===== src/rtl/systolic_ctrl.sv =====
// systolic_ctrl: sequences one N x N matrix multiply through an output-stationary systolic array
//   clock, reset (async, active-high) | start/abort: run control | ready: idle, done: result pulse
//   a_mat/b_mat: operands [row][col] | sa_reset/sa_A/sa_B: array control and skewed edge feeds
//   sa_Out: array accumulators [i][j] | result/result_valid: captured product
module systolic_ctrl #(
  parameter int N = 2,
  parameter int W = 32,
  parameter int DRAIN = 2*N
) (
  input  logic             clock,
  input  logic             reset,
  input  logic             start,
  input  logic             abort,
  input  logic [N*N*W-1:0] a_mat,
  input  logic [N*N*W-1:0] b_mat,
  output logic             ready,
  output logic             done,
  output logic             sa_reset,
  output logic [N*W-1:0]   sa_A,
  output logic [N*W-1:0]   sa_B,
  input  logic [N*N*W-1:0] sa_Out,
  output logic [N*N*W-1:0] result,
  output logic             result_valid
);
  localparam int CW = $clog2(2*N + DRAIN + 1) + 1;
  typedef enum logic [2:0] {S_IDLE, S_CLEAR, S_FEED, S_DRAIN, S_CAPTURE} state_t;
  state_t state;
  logic [CW-1:0] cnt, tn;
  logic [N*N*W-1:0] a_q, b_q;
  logic [N*W-1:0] feed_a, feed_b;
  logic sa_reset_q;
  assign ready = state == S_IDLE;
  assign sa_reset = sa_reset_q | reset;
  // feed values for the cycle about to start: row i sees A[i][t-i], column j sees B[t-j][j]
  always_comb begin
    tn = state == S_CLEAR ? '0 : cnt + 1'b1;
    feed_a = '0;
    feed_b = '0;
    for (int i = 0; i < N; i++)
      if (int'(tn) >= i && int'(tn) - i < N) begin
        feed_a[i*W +: W] = a_q[(i*N + int'(tn) - i)*W +: W];
        feed_b[i*W +: W] = b_q[((int'(tn) - i)*N + i)*W +: W];
      end
  end
  always_ff @(posedge clock or posedge reset)
    if (reset) begin
      state <= S_IDLE;
      cnt <= '0;
      a_q <= '0;
      b_q <= '0;
      sa_A <= '0;
      sa_B <= '0;
      sa_reset_q <= 1'b0;
      done <= 1'b0;
      result <= '0;
      result_valid <= 1'b0;
    end else begin
      done <= 1'b0;
      sa_reset_q <= 1'b0;
      if (state != S_IDLE && abort) begin
        state <= S_IDLE;
        sa_A <= '0;
        sa_B <= '0;
        result_valid <= 1'b0;
      end else
        case (state)
          S_IDLE:
            if (start && !abort) begin
              a_q <= a_mat;
              b_q <= b_mat;
              result_valid <= 1'b0;
              sa_reset_q <= 1'b1;
              sa_A <= '0;
              sa_B <= '0;
              state <= S_CLEAR;
            end
          S_CLEAR: begin
            cnt <= '0;
            sa_A <= feed_a;
            sa_B <= feed_b;
            state <= S_FEED;
          end
          S_FEED:
            if (cnt == CW'(2*N - 2)) begin
              cnt <= '0;
              sa_A <= '0;
              sa_B <= '0;
              state <= DRAIN > 0 ? S_DRAIN : S_CAPTURE;
            end else begin
              cnt <= cnt + 1'b1;
              sa_A <= feed_a;
              sa_B <= feed_b;
            end
          S_DRAIN: begin
            cnt <= cnt + 1'b1;
            if (cnt == CW'(DRAIN - 1)) state <= S_CAPTURE;
          end
          S_CAPTURE: begin
            result <= sa_Out;
            result_valid <= 1'b1;
            done <= 1'b1;
            state <= S_IDLE;
          end
          default: state <= S_IDLE;
        endcase
    end
endmodule


===== config.mk =====
export PLATFORM = sky130hd
export DESIGN_NAME = systolic_ctrl
export DESIGN_NICKNAME = d
export VERILOG_FILES = /design/src/rtl/systolic_ctrl.sv
export SDC_FILE = /design/constraint.sdc
export NUM_CORES = 1
export LEC_CHECK = 0
export CAP_MARGIN = 15
export CELL_PAD_IN_SITES_DETAIL_PLACEMENT = 0
export CELL_PAD_IN_SITES_GLOBAL_PLACEMENT = 2
export CORE_MARGIN = 2
export CORE_UTILIZATION = 32
export DETAILED_ROUTE_END_ITERATION = 7
export GPL_TIMING_DRIVEN = 0
export PLACE_DENSITY = 0.87
export SLEW_MARGIN = 15
export SYNTH_ARGS = -nofsm -noshare
export SYNTH_HDL_FRONTEND = slang
export SYNTH_SLANG_ARGS = --single-unit

===== constraint.sdc =====
create_clock -name clock -period 22.2 [get_ports clock]
set_clock_uncertainty 0.1 [all_clocks]
set_input_delay 3.33 -clock clock [delete_from_list [all_inputs] [get_ports clock]]
set_output_delay 3.33 -clock clock [all_outputs]
set_load 0.01 [all_outputs]

== Word level (Yosys, flattened, before mapping) ==
Index checks and enable logic that the tools add are counted.
Word-level totals
  output and inout bits: 260
  bits of input ports: 388
  word-level logic and storage cells: 75
  flip-flop bits (word level): 523
Cells by class
  $add $sub $neg: 5
  shifts and indexed selects: 4
  bitwise operators: 2
  muxes and demuxes: 27
  reduce and logical (&&, ||, !) cells: 15
  equality and inequality tests: 9
  $lt $le $gt $ge: 3
Operators with widths (count)
  $pmux 64 s3: 2
  $mux 64: 5
  $shiftx 128x12->32: 2
  $mux 32: 4
  $shiftx 128x11->32: 1
  $shiftx 128x13->32: 1
  $pmux 5 s3: 1
  $mux 3: 4
  $pmux 3 s4: 1
  $eq 5x2->1 const B: 2
  $mux 5: 2
  $reduce_bool 3->1: 3
  $add 7x2->8 const B: 1
  $reduce_and 2->1: 4
  $mux 1: 7
  $sub 6x1->7 const B: 1
  $add 2x5->6 const A: 1
  $eq 3x2->1 const B: 2
  $lt 6x3->1 const B: 1
  $ne 3x3->1 const B: 2
  $reduce_and 3->1: 2
  $sub 5x1->6 const B: 1
  $add 5x1->5 const B: 1
  $ge 5x1->1 const B: 1
  other kinds (11): 13

== Logic depth before layout (Yosys ltp) ==
  word-level depth: 9
  mapped depth: 18
  gate-level depth less buffers: 10

== Worst setup path after synthesis ==
Ideal clock, no wire load.
  kind: in2out
  start point: input reset
  end point: output sa_reset
  cell stages on the path: 1
  arrival: 3.636 ns
  buffers on the path: 0
  setup slack: 15.134 ns
  required time: 18.770 ns
  cell sequence: or2_2
On the way
  longest elaborated chain between the ends: 1
Ends and longest elaborated chain
  start: declaration: line 11  | input logic reset,
  $or 1x1->1: line 33  | assign sa_reset = sa_reset_q | reset;
  end: declaration: line 18  | output logic sa_reset,
Every way passes these cells.

== Worst setup path in the final report ==
Ends and elaborated chain as after synthesis.

==> impl_metrics.csv <==
group,metric,value,unit
status,status,"finished, final reports clean",
layout,drive_gt1_share,25.76,%
sta,min_period,8108,ps
yosys,syn_area_per_cell,13.84,sq um
yosys,synth_warnings,0,
sta,fin_crit_sh,36.52,%
global_route,antenna_found_initial,25,
detailed_routing,routedWlPerCell,24.56,um
setup_path,worstSetupPathType,"primary input to output port",
cts,worstSkewPairLatency,620,ps
detailed_routing,antenna_left,0,
pwr,vdd_drop_max,0.05544,mV
yosys,ys.flop_type,"dfrtp_1",
yosys,synth_edf_count,0,
setup_path,cp-end-kind,"output port",
cts,cts_resized,0,
place,dpl.hpwl,62400,um
sta,drv_slew,0,
sta,max_freq,0.1233,GHz
pwr,p_switching,0.001177,W
worst_hold_path,hold_end,"sa_B[36]",
setup_path,r2r_slack,16040,ps
cts,clockBufferDepth,3,
cts,tritoncts,"yes",
floorplan,pin_count,648,
cts,cts_sinks,523,
floorplan,dieHeight,267.5,um
detailed_routing,firstDrtPassIters,6,
yosys,ys_ff_latch,523,
setup_path,worstSetupStartpointType,"primary input",
setup_path,cp_num_buf_inv,2,
yosys,yosysSeqAreaShare,58.88,%
setup_path,timing.rr.end,"sa_A[50]",
detailed_routing,drt_wl_total,81380,um
detailed_routing,avgViaCountPerCell,5.018,
detailed_routing,drt_iter0_drc,1058,
setup_path,crit_arrival,4680,ps
worst_hold_path,holdPathStages,2,
cts,cts_made_buffers,58,
pwr,leakage,13.85,nW
job,drv_cap,0,
sta,hold_violations,0,
global_route,grt_max_degree,107,
floorplan,core_area,68710,sq um
pwr,switching_share,33.85,%
setup_path,crit_path_frequent_cell,"clkdlybuf4s50_1",
global_route,grt_first_pass_wirelength,117500,um
place,io_buffers,647,
global_route,grt_pass1_vias,17860,
setup_path,crit_chain,"clkdlybuf4s50_1, or2_2, clkdlybuf4s50_1",
sta,finalSetupTns,0,ps
detailed_routing,drc,0,
pwr,p_int,0.002301,W
floorplan,rows,96,
yosys,synth_cells,1606,
floorplan,dieArea,71580,sq um
worst_hold_path,hp-start,"sa_B[36]",
global_route,grt_overflow,0,
cts,post_cts_buffers,0,
pwr,power.share.clock,28.7,%
setup_path,required,18770,ps
cts,cts_max_level,2,
setup_path,r2r-start,"cnt[0]",
sta,tightest_slew,1159,ps
yosys,yosysUniqueCellTypes,62,
global_route,grt_use_total,22.28,%
cts,clkSlewWorstSetupHoldPaths,60,ps
yosys,async_flop_share,100.0,%
setup_path,cp_max_fo,2,
cts,cts-root-buf,"clkbuf_16",
setup_path,reg2reg_depth,16,
detailed_routing,vias,16630,
worst_hold_path,hold_path_class,"flop to flop",
floorplan,die_width,267.5,um
cts,cts_hold_buffers,0,
setup_path,slowest_stage,"clkdlybuf4s50_1",
setup_path,critPathTopFamily,"buffers and inverters",
setup_path,cp_slowest_stage_delay,510,ps
pwr,seq_power_share,36.6,%
floorplan,start_util,32.35,%
yosys,synth_area,22230,sq um
yosys,synth_nets,1999,
place,routabilityCongestion,0.8509,
layout,synthToLayoutAreaGrowth,44.21,%
sta,setup_viol_count_final,0,
pwr,powerDensity,108.5,nW/um^2
layout,fill_cells,6199,
sta,rsz0062_at_grt,"no",
layout,final_nets,2712,
layout,post-route-util,46.65,%
sta,max_slew_margin,22.75,%
pwr,combPwrFrac,34.7,%
[worst min-delay path, cell delays in order, from the launching register on]
cell	delay [ps]
dfrtp_1	340
nand2_1	60
o21ai_2	50
[stage by stage]
| stage | hold WS [ps] | setup WS [ps] | total power [W] | cell area (sq um) | cells |
|---|---|---|---|---|---|
| after floorplan | 380.0 | 4158 | 0.001971 | 22230 | 1606 |
| after global placement | 363.9 | -2000 | 0.002468 | 29870 | 3184 |
| after detailed placement | 367.3 | 14080 | 0.002493 | 30020 | 3190 |
| after CTS | 380.6 | 14090 | 0.003504 | 32010 | 3295 |
| after global routing | 409.7 | 14070 | 0.003655 | 32040 | 3309 |
| final | 378.2 | 14090 | 0.003478 | 32050 | 3313 |
[per-layer routing]
layer | GRT usage, % | vias to the layer above | wire length (um)
met1 | 27.38 | 8508 | 32480
met4 | 10.25 | 8 | 3644
met2 | 36.41 | 622 | 39260
met3 | 6.188 | 170 | 5942
li1 | - | 7317 | -
met5 | 0 | - | 55
[state kept, by name, indices dropped and copies added, names as in the netlist]
signal	count
a_q	128
b_q	128
cnt	5
done	1
result	128
result_valid	1
sa_A	64
sa_B	64
sa_reset_q	1
state	3
[synth_stat cells, types with 15 or more instances]
library cell / count / area share [%]
nand2_1: 115 / 1.9
o21ai_2: 28 / 1.1
o21ai_0: 82 / 1.8
buf_2: 61 / 1.4
dfrtp_1: 523 / 59
mux2i_1: 96 / 4.3
mux2_2: 384 / 19
o211ai_1: 18 / 0.61
a32o_1: 46 / 2.1
mux4_2: 15 / 1.5
a21oi_1: 17 / 0.38
a22o_1: 19 / 0.75
clkbuf_1: 45 / 0.76
nand3_1: 20 / 0.45
[logic make-up after synthesis]
kind of cell               after synthesis  share of synthesized area [%]
xor gates and xnor gates                 6                         0.3209
AOI/OAI and AO/OA                      264                          8.658
DFF                                    523                          58.88
buffers and inverters                  129                          2.691
adders and majority gates                5                         0.2815
muxes                                  495                          25.30
and+or+nand+nor                        184                          3.867
[power by group through the flow]
stage | Combinational (W) | Clock, W | Sequential, W
after floorplan | 0.000695 | 0 | 0.00128
after global placement | 0.00119 | 0 | 0.00128
after detailed placement | 0.00121 | 0 | 0.00129
after CTS | 0.00121 | 0.00102 | 0.00127
after global routing | 0.00130 | 0.00106 | 0.00130
final | 0.00121 | 0.000999 | 0.00127
[worst max path at each step]
stage	start	end	slack, ps	cells after the start
after floorplan	reset	a_q[0]	4160	1
after global placement	reset	result[34]	-2000	2
after detailed placement	reset	sa_reset	14080	3
after CTS	reset	sa_reset	14090	3
after global routing	reset	sa_reset	14070	3
final	reset	sa_reset	14090	3
[cell type report]
type	instances	area, sq um	area share (%)
diodes	18	45.04	0.1405
plain buffers	121	568.0	1.772
clock buffers	85	1723	5.375
clock inverters	20	264.0	0.8237
inverters	8	37.54	0.1171
multi-input cells	954	8541	26.65
flip-flops and latches	523	13090	40.83
well taps	931	1165	3.634
repair buffers	653	6621	20.66
[placed cells by master, fill, tap and decap left out, drive strengths merged, types with 8 or more instances in the layout]
cell | synthesis | final
mux2i | 96 | 96
clkinv | 0 | 12
inv | 8 | 10
nand3 | 20 | 20
buf | 76 | 82
nand2 | 115 | 115
a22oi | 9 | 9
o211ai | 18 | 18
clkdlybuf4s50 | 0 | 647
diode | 0 | 18
mux2 | 384 | 384
mux4 | 15 | 15
nor2 | 14 | 14
o22ai | 8 | 8
clkbuf | 45 | 130
dfrtp | 523 | 523
a32o | 46 | 46
o21ai | 114 | 114
a221oi | 10 | 10
a22o | 19 | 19
a21oi | 17 | 17
Note: power is estimated with default switching activity, not from simulation.
